==> config.mk <==
export PLATFORM = sky130hd
export DESIGN_NAME = bus_arbiter_flat
export DESIGN_NICKNAME = d
export VERILOG_FILES = /design/src/rtl/bus_arbiter_if.sv /design/src/rtl/bus_arbiter.sv /design/src/flat_wrapper.sv
export SDC_FILE = /design/constraint.sdc
export NUM_CORES = 1
export LEC_CHECK = 0
export ABC_AREA = 1
export BUFFER_PORTS_ARGS = -buffer_cell sky130_fd_sc_hd__buf_2
export CAP_MARGIN = 40
export CORE_ASPECT_RATIO = 1.5
export CORE_MARGIN = 2
export CORE_UTILIZATION = 45
export CTS_CLUSTER_SIZE = 14
export DETAILED_ROUTE_END_ITERATION = 6
export PLACE_DENSITY = 0.8
export SYNTH_ARGS = -nofsm -noshare
export SYNTH_HDL_FRONTEND = slang
export SYNTH_SLANG_ARGS = --single-unit
==> constraint.sdc <==
create_clock -name i_clk -period 2.8 [get_ports i_clk]
set_clock_uncertainty 0.15 [all_clocks]
set_input_delay 0.14 -clock i_clk [delete_from_list [all_inputs] [get_ports i_clk]]
set_output_delay 0.14 -clock i_clk [all_outputs]
set_load 0.005 [all_outputs]
==> src/rtl/bus_arbiter_if.sv <==
// Request/bus signal bundle for bus_arbiter: N requesting masters on one side,
// a single shared bus on the other. The arbiter uses the slave view; the
// environment (requesters plus bus responder) uses the master view.
interface bus_arbiter_if #(
    parameter int unsigned N_PORTS = 2,
    parameter int unsigned XLEN    = 32
);
    localparam int unsigned BE_W = XLEN / 8;

    // requester side
    logic [N_PORTS-1:0]      i_req;
    logic [N_PORTS-1:0]      i_wen;
    logic [N_PORTS*XLEN-1:0] i_addr;
    logic [N_PORTS*XLEN-1:0] i_wdata;
    logic [N_PORTS*BE_W-1:0] i_byte_en;
    logic [N_PORTS-1:0]      o_ready;
    logic [XLEN-1:0]         o_rdata;
    logic                    o_err;

    // bus side
    logic                    o_bus_en;
    logic                    o_wr_en;
    logic [XLEN-1:0]         o_addr;
    logic [XLEN-1:0]         o_wr_data;
    logic [BE_W-1:0]         o_byte_en;
    logic                    i_ack;
    logic [XLEN-1:0]         i_rd_data;

    modport slave (
        input  i_req, i_wen, i_addr, i_wdata, i_byte_en, i_ack, i_rd_data,
        output o_ready, o_rdata, o_err,
        output o_bus_en, o_wr_en, o_addr, o_wr_data, o_byte_en
    );

    modport master (
        output i_req, i_wen, i_addr, i_wdata, i_byte_en, i_ack, i_rd_data,
        input  o_ready, o_rdata, o_err,
        input  o_bus_en, o_wr_en, o_addr, o_wr_data, o_byte_en
    );
endinterface

==> src/rtl/bus_arbiter.sv <==
// Round-robin arbiter granting one of N_PORTS masters access to a single bus.
// IDLE picks a port and latches its request, BUSY drives the bus until ack or
// timeout, DONE pulses o_ready for the granted port for one cycle.
// All outputs are registered and computed from the next state.
module bus_arbiter #(
    parameter int unsigned N_PORTS = 2,
    parameter int unsigned XLEN    = 32,
    parameter int unsigned TIMEOUT = 0
) (
    input  logic          i_clk,
    input  logic          i_rst_n,
    bus_arbiter_if.slave  bus
);
    localparam int unsigned BE_W  = XLEN / 8;
    localparam int unsigned GNT_W = $clog2(N_PORTS);
    localparam int unsigned CNT_W = (TIMEOUT > 0) ? $clog2(TIMEOUT + 1) : 1;

    typedef enum logic [1:0] {
        IDLE = 2'd0,
        BUSY = 2'd1,
        DONE = 2'd2
    } state_e;

    state_e               state_q, state_d;
    logic [GNT_W-1:0]     last_grant_q, last_grant_d;
    logic [CNT_W-1:0]     cnt_q, cnt_d;
    logic [N_PORTS-1:0]   ready_q, ready_d;
    logic [XLEN-1:0]      rdata_q, rdata_d;
    logic                 err_q, err_d;
    logic                 bus_en_q, bus_en_d;
    logic                 wr_en_q, wr_en_d;
    logic [XLEN-1:0]      addr_q, addr_d;
    logic [XLEN-1:0]      wr_data_q, wr_data_d;
    logic [BE_W-1:0]      byte_en_q, byte_en_d;

    logic [XLEN-1:0]      port_addr    [N_PORTS];
    logic [XLEN-1:0]      port_wdata   [N_PORTS];
    logic [BE_W-1:0]      port_byte_en [N_PORTS];

    logic                 pick_valid;
    logic [GNT_W-1:0]     pick_idx;
    logic [GNT_W-1:0]     cand;
    logic                 timeout_hit;

    // Unpack the flat per-port request fields into arrays indexed by port.
    for (genvar p = 0; p < N_PORTS; p++) begin : g_unpack
        assign port_addr[p]    = bus.i_addr[p*XLEN +: XLEN];
        assign port_wdata[p]   = bus.i_wdata[p*XLEN +: XLEN];
        assign port_byte_en[p] = bus.i_byte_en[p*BE_W +: BE_W];
    end

    // Round-robin pick: first requesting port after the last grant, wrapping.
    always_comb begin
        pick_valid = 1'b0;
        pick_idx   = '0;
        cand       = '0;
        for (int unsigned i = 1; i <= N_PORTS; i++) begin
            cand = GNT_W'((32'(last_grant_q) + i) % N_PORTS);
            if (!pick_valid && bus.i_req[cand]) begin
                pick_valid = 1'b1;
                pick_idx   = cand;
            end
        end
    end

    // The wait counter reaches TIMEOUT on this cycle if it is not acked now.
    assign timeout_hit = (TIMEOUT != 0) && ((32'(cnt_q) + 32'd1) >= TIMEOUT);

    // Next-state and next-output logic; bus fields are zero unless in BUSY.
    always_comb begin
        state_d      = state_q;
        last_grant_d = last_grant_q;
        cnt_d        = cnt_q;
        ready_d      = '0;
        rdata_d      = rdata_q;
        err_d        = 1'b0;
        bus_en_d     = 1'b0;
        wr_en_d      = 1'b0;
        addr_d       = '0;
        wr_data_d    = '0;
        byte_en_d    = '0;

        unique case (state_q)
            IDLE: begin
                if (pick_valid) begin
                    state_d      = BUSY;
                    last_grant_d = pick_idx;
                    cnt_d        = '0;
                    bus_en_d     = 1'b1;
                    wr_en_d      = bus.i_wen[pick_idx];
                    addr_d       = port_addr[pick_idx];
                    wr_data_d    = port_wdata[pick_idx];
                    byte_en_d    = port_byte_en[pick_idx];
                end
            end
            BUSY: begin
                if (bus.i_ack) begin
                    // ack wins over a simultaneous timeout
                    state_d               = DONE;
                    rdata_d               = bus.i_rd_data;
                    err_d                 = 1'b0;
                    ready_d[last_grant_q] = 1'b1;
                end else if (timeout_hit) begin
                    state_d               = DONE;
                    rdata_d               = '0;
                    err_d                 = 1'b1;
                    ready_d[last_grant_q] = 1'b1;
                end else begin
                    bus_en_d  = 1'b1;
                    wr_en_d   = wr_en_q;
                    addr_d    = addr_q;
                    wr_data_d = wr_data_q;
                    byte_en_d = byte_en_q;
                    if (cnt_q != {CNT_W{1'b1}}) begin
                        cnt_d = cnt_q + CNT_W'(1);
                    end
                end
            end
            DONE: begin
                state_d = IDLE;
            end
            default: begin
                state_d = IDLE;
            end
        endcase
    end

    // State and output registers; reset drops the bus immediately.
    always_ff @(posedge i_clk or negedge i_rst_n) begin
        if (!i_rst_n) begin
            state_q      <= IDLE;
            last_grant_q <= GNT_W'(N_PORTS - 1);
            cnt_q        <= '0;
            ready_q      <= '0;
            rdata_q      <= '0;
            err_q        <= 1'b0;
            bus_en_q     <= 1'b0;
            wr_en_q      <= 1'b0;
            addr_q       <= '0;
            wr_data_q    <= '0;
            byte_en_q    <= '0;
        end else begin
            state_q      <= state_d;
            last_grant_q <= last_grant_d;
            cnt_q        <= cnt_d;
            ready_q      <= ready_d;
            rdata_q      <= rdata_d;
            err_q        <= err_d;
            bus_en_q     <= bus_en_d;
            wr_en_q      <= wr_en_d;
            addr_q       <= addr_d;
            wr_data_q    <= wr_data_d;
            byte_en_q    <= byte_en_d;
        end
    end

    assign bus.o_ready   = ready_q;
    assign bus.o_rdata   = rdata_q;
    assign bus.o_err     = err_q;
    assign bus.o_bus_en  = bus_en_q;
    assign bus.o_wr_en   = wr_en_q;
    assign bus.o_addr    = addr_q;
    assign bus.o_wr_data = wr_data_q;
    assign bus.o_byte_en = byte_en_q;

endmodule

==> src/flat_wrapper.sv <==
// flat-port wrapper written by rule: the top's interface ports become plain ports
module bus_arbiter_flat 
#(
    parameter int unsigned N_PORTS = 2,
    parameter int unsigned XLEN    = 32,
    parameter int unsigned TIMEOUT = 0
)
  (i_clk, i_rst_n, bus_i_req, bus_i_wen, bus_i_addr, bus_i_wdata, bus_i_byte_en, bus_i_ack, bus_i_rd_data, bus_o_ready, bus_o_rdata, bus_o_err, bus_o_bus_en, bus_o_wr_en, bus_o_addr, bus_o_wr_data, bus_o_byte_en);
  bus_arbiter_if #(.N_PORTS(N_PORTS), .XLEN(XLEN)) bus_i ();
  input  logic i_clk;
  input  logic i_rst_n;
  input wire logic [$bits(bus_i.i_req)-1:0] bus_i_req;
  input wire logic [$bits(bus_i.i_wen)-1:0] bus_i_wen;
  input wire logic [$bits(bus_i.i_addr)-1:0] bus_i_addr;
  input wire logic [$bits(bus_i.i_wdata)-1:0] bus_i_wdata;
  input wire logic [$bits(bus_i.i_byte_en)-1:0] bus_i_byte_en;
  input wire logic [$bits(bus_i.i_ack)-1:0] bus_i_ack;
  input wire logic [$bits(bus_i.i_rd_data)-1:0] bus_i_rd_data;
  output wire logic [$bits(bus_i.o_ready)-1:0] bus_o_ready;
  output wire logic [$bits(bus_i.o_rdata)-1:0] bus_o_rdata;
  output wire logic [$bits(bus_i.o_err)-1:0] bus_o_err;
  output wire logic [$bits(bus_i.o_bus_en)-1:0] bus_o_bus_en;
  output wire logic [$bits(bus_i.o_wr_en)-1:0] bus_o_wr_en;
  output wire logic [$bits(bus_i.o_addr)-1:0] bus_o_addr;
  output wire logic [$bits(bus_i.o_wr_data)-1:0] bus_o_wr_data;
  output wire logic [$bits(bus_i.o_byte_en)-1:0] bus_o_byte_en;
  assign bus_i.i_req = bus_i_req;
  assign bus_i.i_wen = bus_i_wen;
  assign bus_i.i_addr = bus_i_addr;
  assign bus_i.i_wdata = bus_i_wdata;
  assign bus_i.i_byte_en = bus_i_byte_en;
  assign bus_i.i_ack = bus_i_ack;
  assign bus_i.i_rd_data = bus_i_rd_data;
  assign bus_o_ready = bus_i.o_ready;
  assign bus_o_rdata = bus_i.o_rdata;
  assign bus_o_err = bus_i.o_err;
  assign bus_o_bus_en = bus_i.o_bus_en;
  assign bus_o_wr_en = bus_i.o_wr_en;
  assign bus_o_addr = bus_i.o_addr;
  assign bus_o_wr_data = bus_i.o_wr_data;
  assign bus_o_byte_en = bus_i.o_byte_en;
  bus_arbiter #(.N_PORTS(N_PORTS), .XLEN(XLEN), .TIMEOUT(TIMEOUT)) u_core (.i_clk(i_clk), .i_rst_n(i_rst_n), .bus(bus_i));
endmodule
==> impl_metrics.tcl <==
set metrics [dict create \
    wl_um 20200 \
    r2r-end "u_core.bus.o_wr_data[9]" \
    p_sw_mw 2.45 \
    fp.dieH_um 138 \
    layout_worst_path_cycle_share 0.849 \
    timing.rr.start "u_core.state_q[0]" \
    maxSlewViolCount 0 \
    tightest_slew_ps 784 \
    fillers 740 \
    port_buffers 278 \
    setup.worst_path.start "u_core.state_q[0]" \
    synth_area_um2 5360 \
    cts_root_buf "clkbuf_16" \
    total_leakage_power_nw 5.25 \
    cpLargestDelayFamily "buffers and inverters" \
    first_global_vias 6713 \
    cp-start-kind "register" \
    period_minus_slack_ps 2380 \
    synth_top_cells_by_area "dfrtp_1 (50%), nand2_1 (22%), nand3_1 (13%)" \
    pwr-share-comb 0.429 \
    path_cells "inv_1, nand2_1, nor2_4, buf_4, nand3_1, dlygate4sd3_1, nand2_1" \
    globalRouteOverflowTotal 0 \
    antenna_left 0 \
    slew_headroom 0.477 \
    grt_max_degree 70 \
    hold_path.class "input pin to register" \
    status "finished clean" \
    cp-end-kind "register" \
    vias_per_cell 5.01 \
    cap_violations 0 \
    wl_per_cell_um 15.2 \
    diodes 0 \
    cp_common_cell "nand2_1" \
    clk_path_buf_depth 2 \
    critPathMaxStageDelay_ps 610 \
    num_rows 48 \
    path_class "register to register" \
    grt_use_total 0.315 \
    crit_required_ps 2930 \
    r2r_slack_ps 420 \
    synth_top_area_frac 0.495 \
    clk_pin_slew_ps 70 \
    grt_pass1_wl_um 31700 \
    drt-initial-drc-count 436 \
    intPower_mw 4.32 \
    cp_num_buf_inv 3 \
    synth.distinct_cells 17 \
    area_growth_pct 64.5 \
    utilization 0.760 \
    cp_num_cells 7 \
    crit_path_end "u_core.bus.o_wr_data[9]" \
    power_density_nw_per_um2 768 \
    yosysSeqAreaShare 0.500 \
    start_util 0.462 \
    hold_viol 0 \
    grt_antenna_before_repair 0 \
    ir_worst_vdd_mv 0.652 \
    fmax_ghz 0.421 \
    switching_share 0.362 \
    io-pin-count 280 \
    rsz0062_at_grt "false" \
    ys.warnings.count 0 \
    syn_area_per_cell_um2 7.14 \
    drc 0 \
    crit_arrival_ps 2510 \
    dp_hpwl_um 10800 \
    r2r_cells 7 \
    ys_seq_elements 107 \
    numCtsBuffers 9 \
    seq_power_share 0.380 \
    yosysTopAreaCell "dfrtp_1" \
    drt_pass1_iterations 5 \
    place.gp.congestion 0.910 \
    clock_power_share 0.191 \
    finalSetupViolations 0 \
    coreArea_um2 11600 \
    cts_tree "done" \
    clock_latency_ps 340 \
    cts.sinks 107 \
    cts.repair.resized 0 \
    cts_max_level 3 \
    critPathMaxFanout 69 \
    dr_total_vias 6659 \
    netlist_instances 750 \
    die_area_um2 12800 \
    crit_path_top_delay_cell "dlygate4sd3_1" \
    finalNetCount 1350 \
    die_w_um 93.1 \
    layout-drive-gt1-share 0.263 \
    synthesis.nets 925 \
    timing.setup.tns_ps 0 \
]
final cells by class:
class	instances	area, µm²	area share
repair buffers	457	3190	0.362
well taps	150	188	0.0213
clock buffers	13	260	0.0295
clock inverters	2	35.0	0.00398
flip-flops and latches	107	2680	0.304
inverters	141	529	0.0601
multi-input cells	459	1930	0.219
flip-flops by register name (all words and copies together), names as in the netlist:
name / count
u_core.bus.o_addr: 32
u_core.bus.o_rdata: 32
u_core.bus.o_wr_data: 32
u_core.bus.o_byte_en: 4
u_core.bus.o_ready: 2
u_core.state_q: 2
u_core.bus.o_bus_en: 1
u_core.bus.o_wr_en: 1
u_core.last_grant_q: 1
what timing repair did:
item                                    4_1_cts  5_1_grt
setup buffers                                 0        0
hold buffers                                170        0
endpoints found under the setup margin        0        0
endpoints found under the hold margin       152        0
power groups by stage:
stage | Combinational, mW | Sequential, mW | Clock, mW
2_1_floorplan | 1.15 | 2.61 | 0
3_3_place_gp | 2.22 | 2.56 | 0
3_5_place_dp | 2.29 | 2.54 | 0
4_1_cts | 2.80 | 2.54 | 1.31
5_1_grt | 3.20 | 2.63 | 1.36
6_report | 2.90 | 2.57 | 1.29
cells in the mapped netlist:
master	instances
o21ai_0	4
nor2_2	1
dfrtp_1	106
inv_1	139
nor2_1	3
inv_2	2
buf_4	4
clkbuf_1	14
nor2_4	2
buf_6	2
conb_1	1
buf_2	23
dfstp_2	1
nand2_2	2
nand2_1	307
nand3_2	1
nand3_1	138
cells by family (layout without fill, tap and decap cells):
| logic type | count (synthesis) | in the layout | share of synthesized area |
|---|---|---|---|
| buf+inv | 184 | 613 | 0.140 |
| compound gates | 4 | 4 | 0.00374 |
| flops | 107 | 107 | 0.500 |
| simple gates | 454 | 454 | 0.356 |
| other cells | 1 | 1 | 0.000700 |
worst register-to-register path, stage by stage, from the launching register on:
cell and delay (ps):
dfrtp_1 420, inv_1 70, nand2_1 70, nor2_4 80, buf_4 590, nand3_1 250, dlygate4sd3_1 610, nand2_1 80
how the worst min path moves through the flow:
| stage | from | to | slack (ps) | cells past startpoint |
|---|---|---|---|---|
| 2_1_floorplan | i_rst_n | u_core.bus.o_addr[0] | -310 | 0 |
| 3_3_place_gp | i_rst_n | u_core.bus.o_rdata[25] | 60 | 1 |
| 3_5_place_dp | i_rst_n | u_core.bus.o_rdata[25] | 60 | 1 |
| 4_1_cts | bus_i_addr[37] | u_core.bus.o_addr[5] | 9 | 5 |
| 5_1_grt | bus_i_req[0] | u_core.state_q[0] | 60 | 3 |
| 6_report | bus_i_wdata[62] | u_core.bus.o_wr_data[30] | 30 | 5 |
routing by layer:
layer  vias to the layer above  wire (µm)  GRT usage
li1                       3068          -          -
met1                      3085       7220      0.359
met2                       402      10300      0.538
met3                       104       1440     0.0569
met4                         0       1250      0.209
met5                         -          0          0
placed cells by master (no fill, tap or decap):
cell           synthesis  final
nand2_1              307    306
buf_2                 23    277
buf_4                  4      8
clkbuf_1              14      2
bufinv_16              0      1
inv_1                139    139
buf_12                 0      2
dfrtp_1              106    106
nand3_2                1      1
nor2_2                 1      1
clkbuf_8               0      2
dlygate4sd3_1          0    170
nand2_2                2      3
clkinv_2               0      1
nand3_1              138    138
nor2_4                 2      2
conb_1                 1      1
nor2_1                 3      3
dfstp_2                1      1
o21ai_0                4      4
clkbuf_16              0      9
inv_2                  2      2
per-stage QoR:
step | power, mW | setup WS, ps | area (µm²) | hold slack (ps) | std cells
global route | 7.19 | 350 | 8810 | 60.8 | 1329
CTS | 6.66 | 535 | 8810 | 8.68 | 1329
detailed placement | 4.83 | 1090 | 6810 | 55.5 | 1144
floorplan | 3.76 | 1450 | 5360 | -306 | 750
global placement | 4.78 | 1090 | 6810 | 62.1 | 1144
finish | 6.77 | 423 | 8810 | 31.9 | 1329
Note: power is estimated with default switching activity, not from simulation.
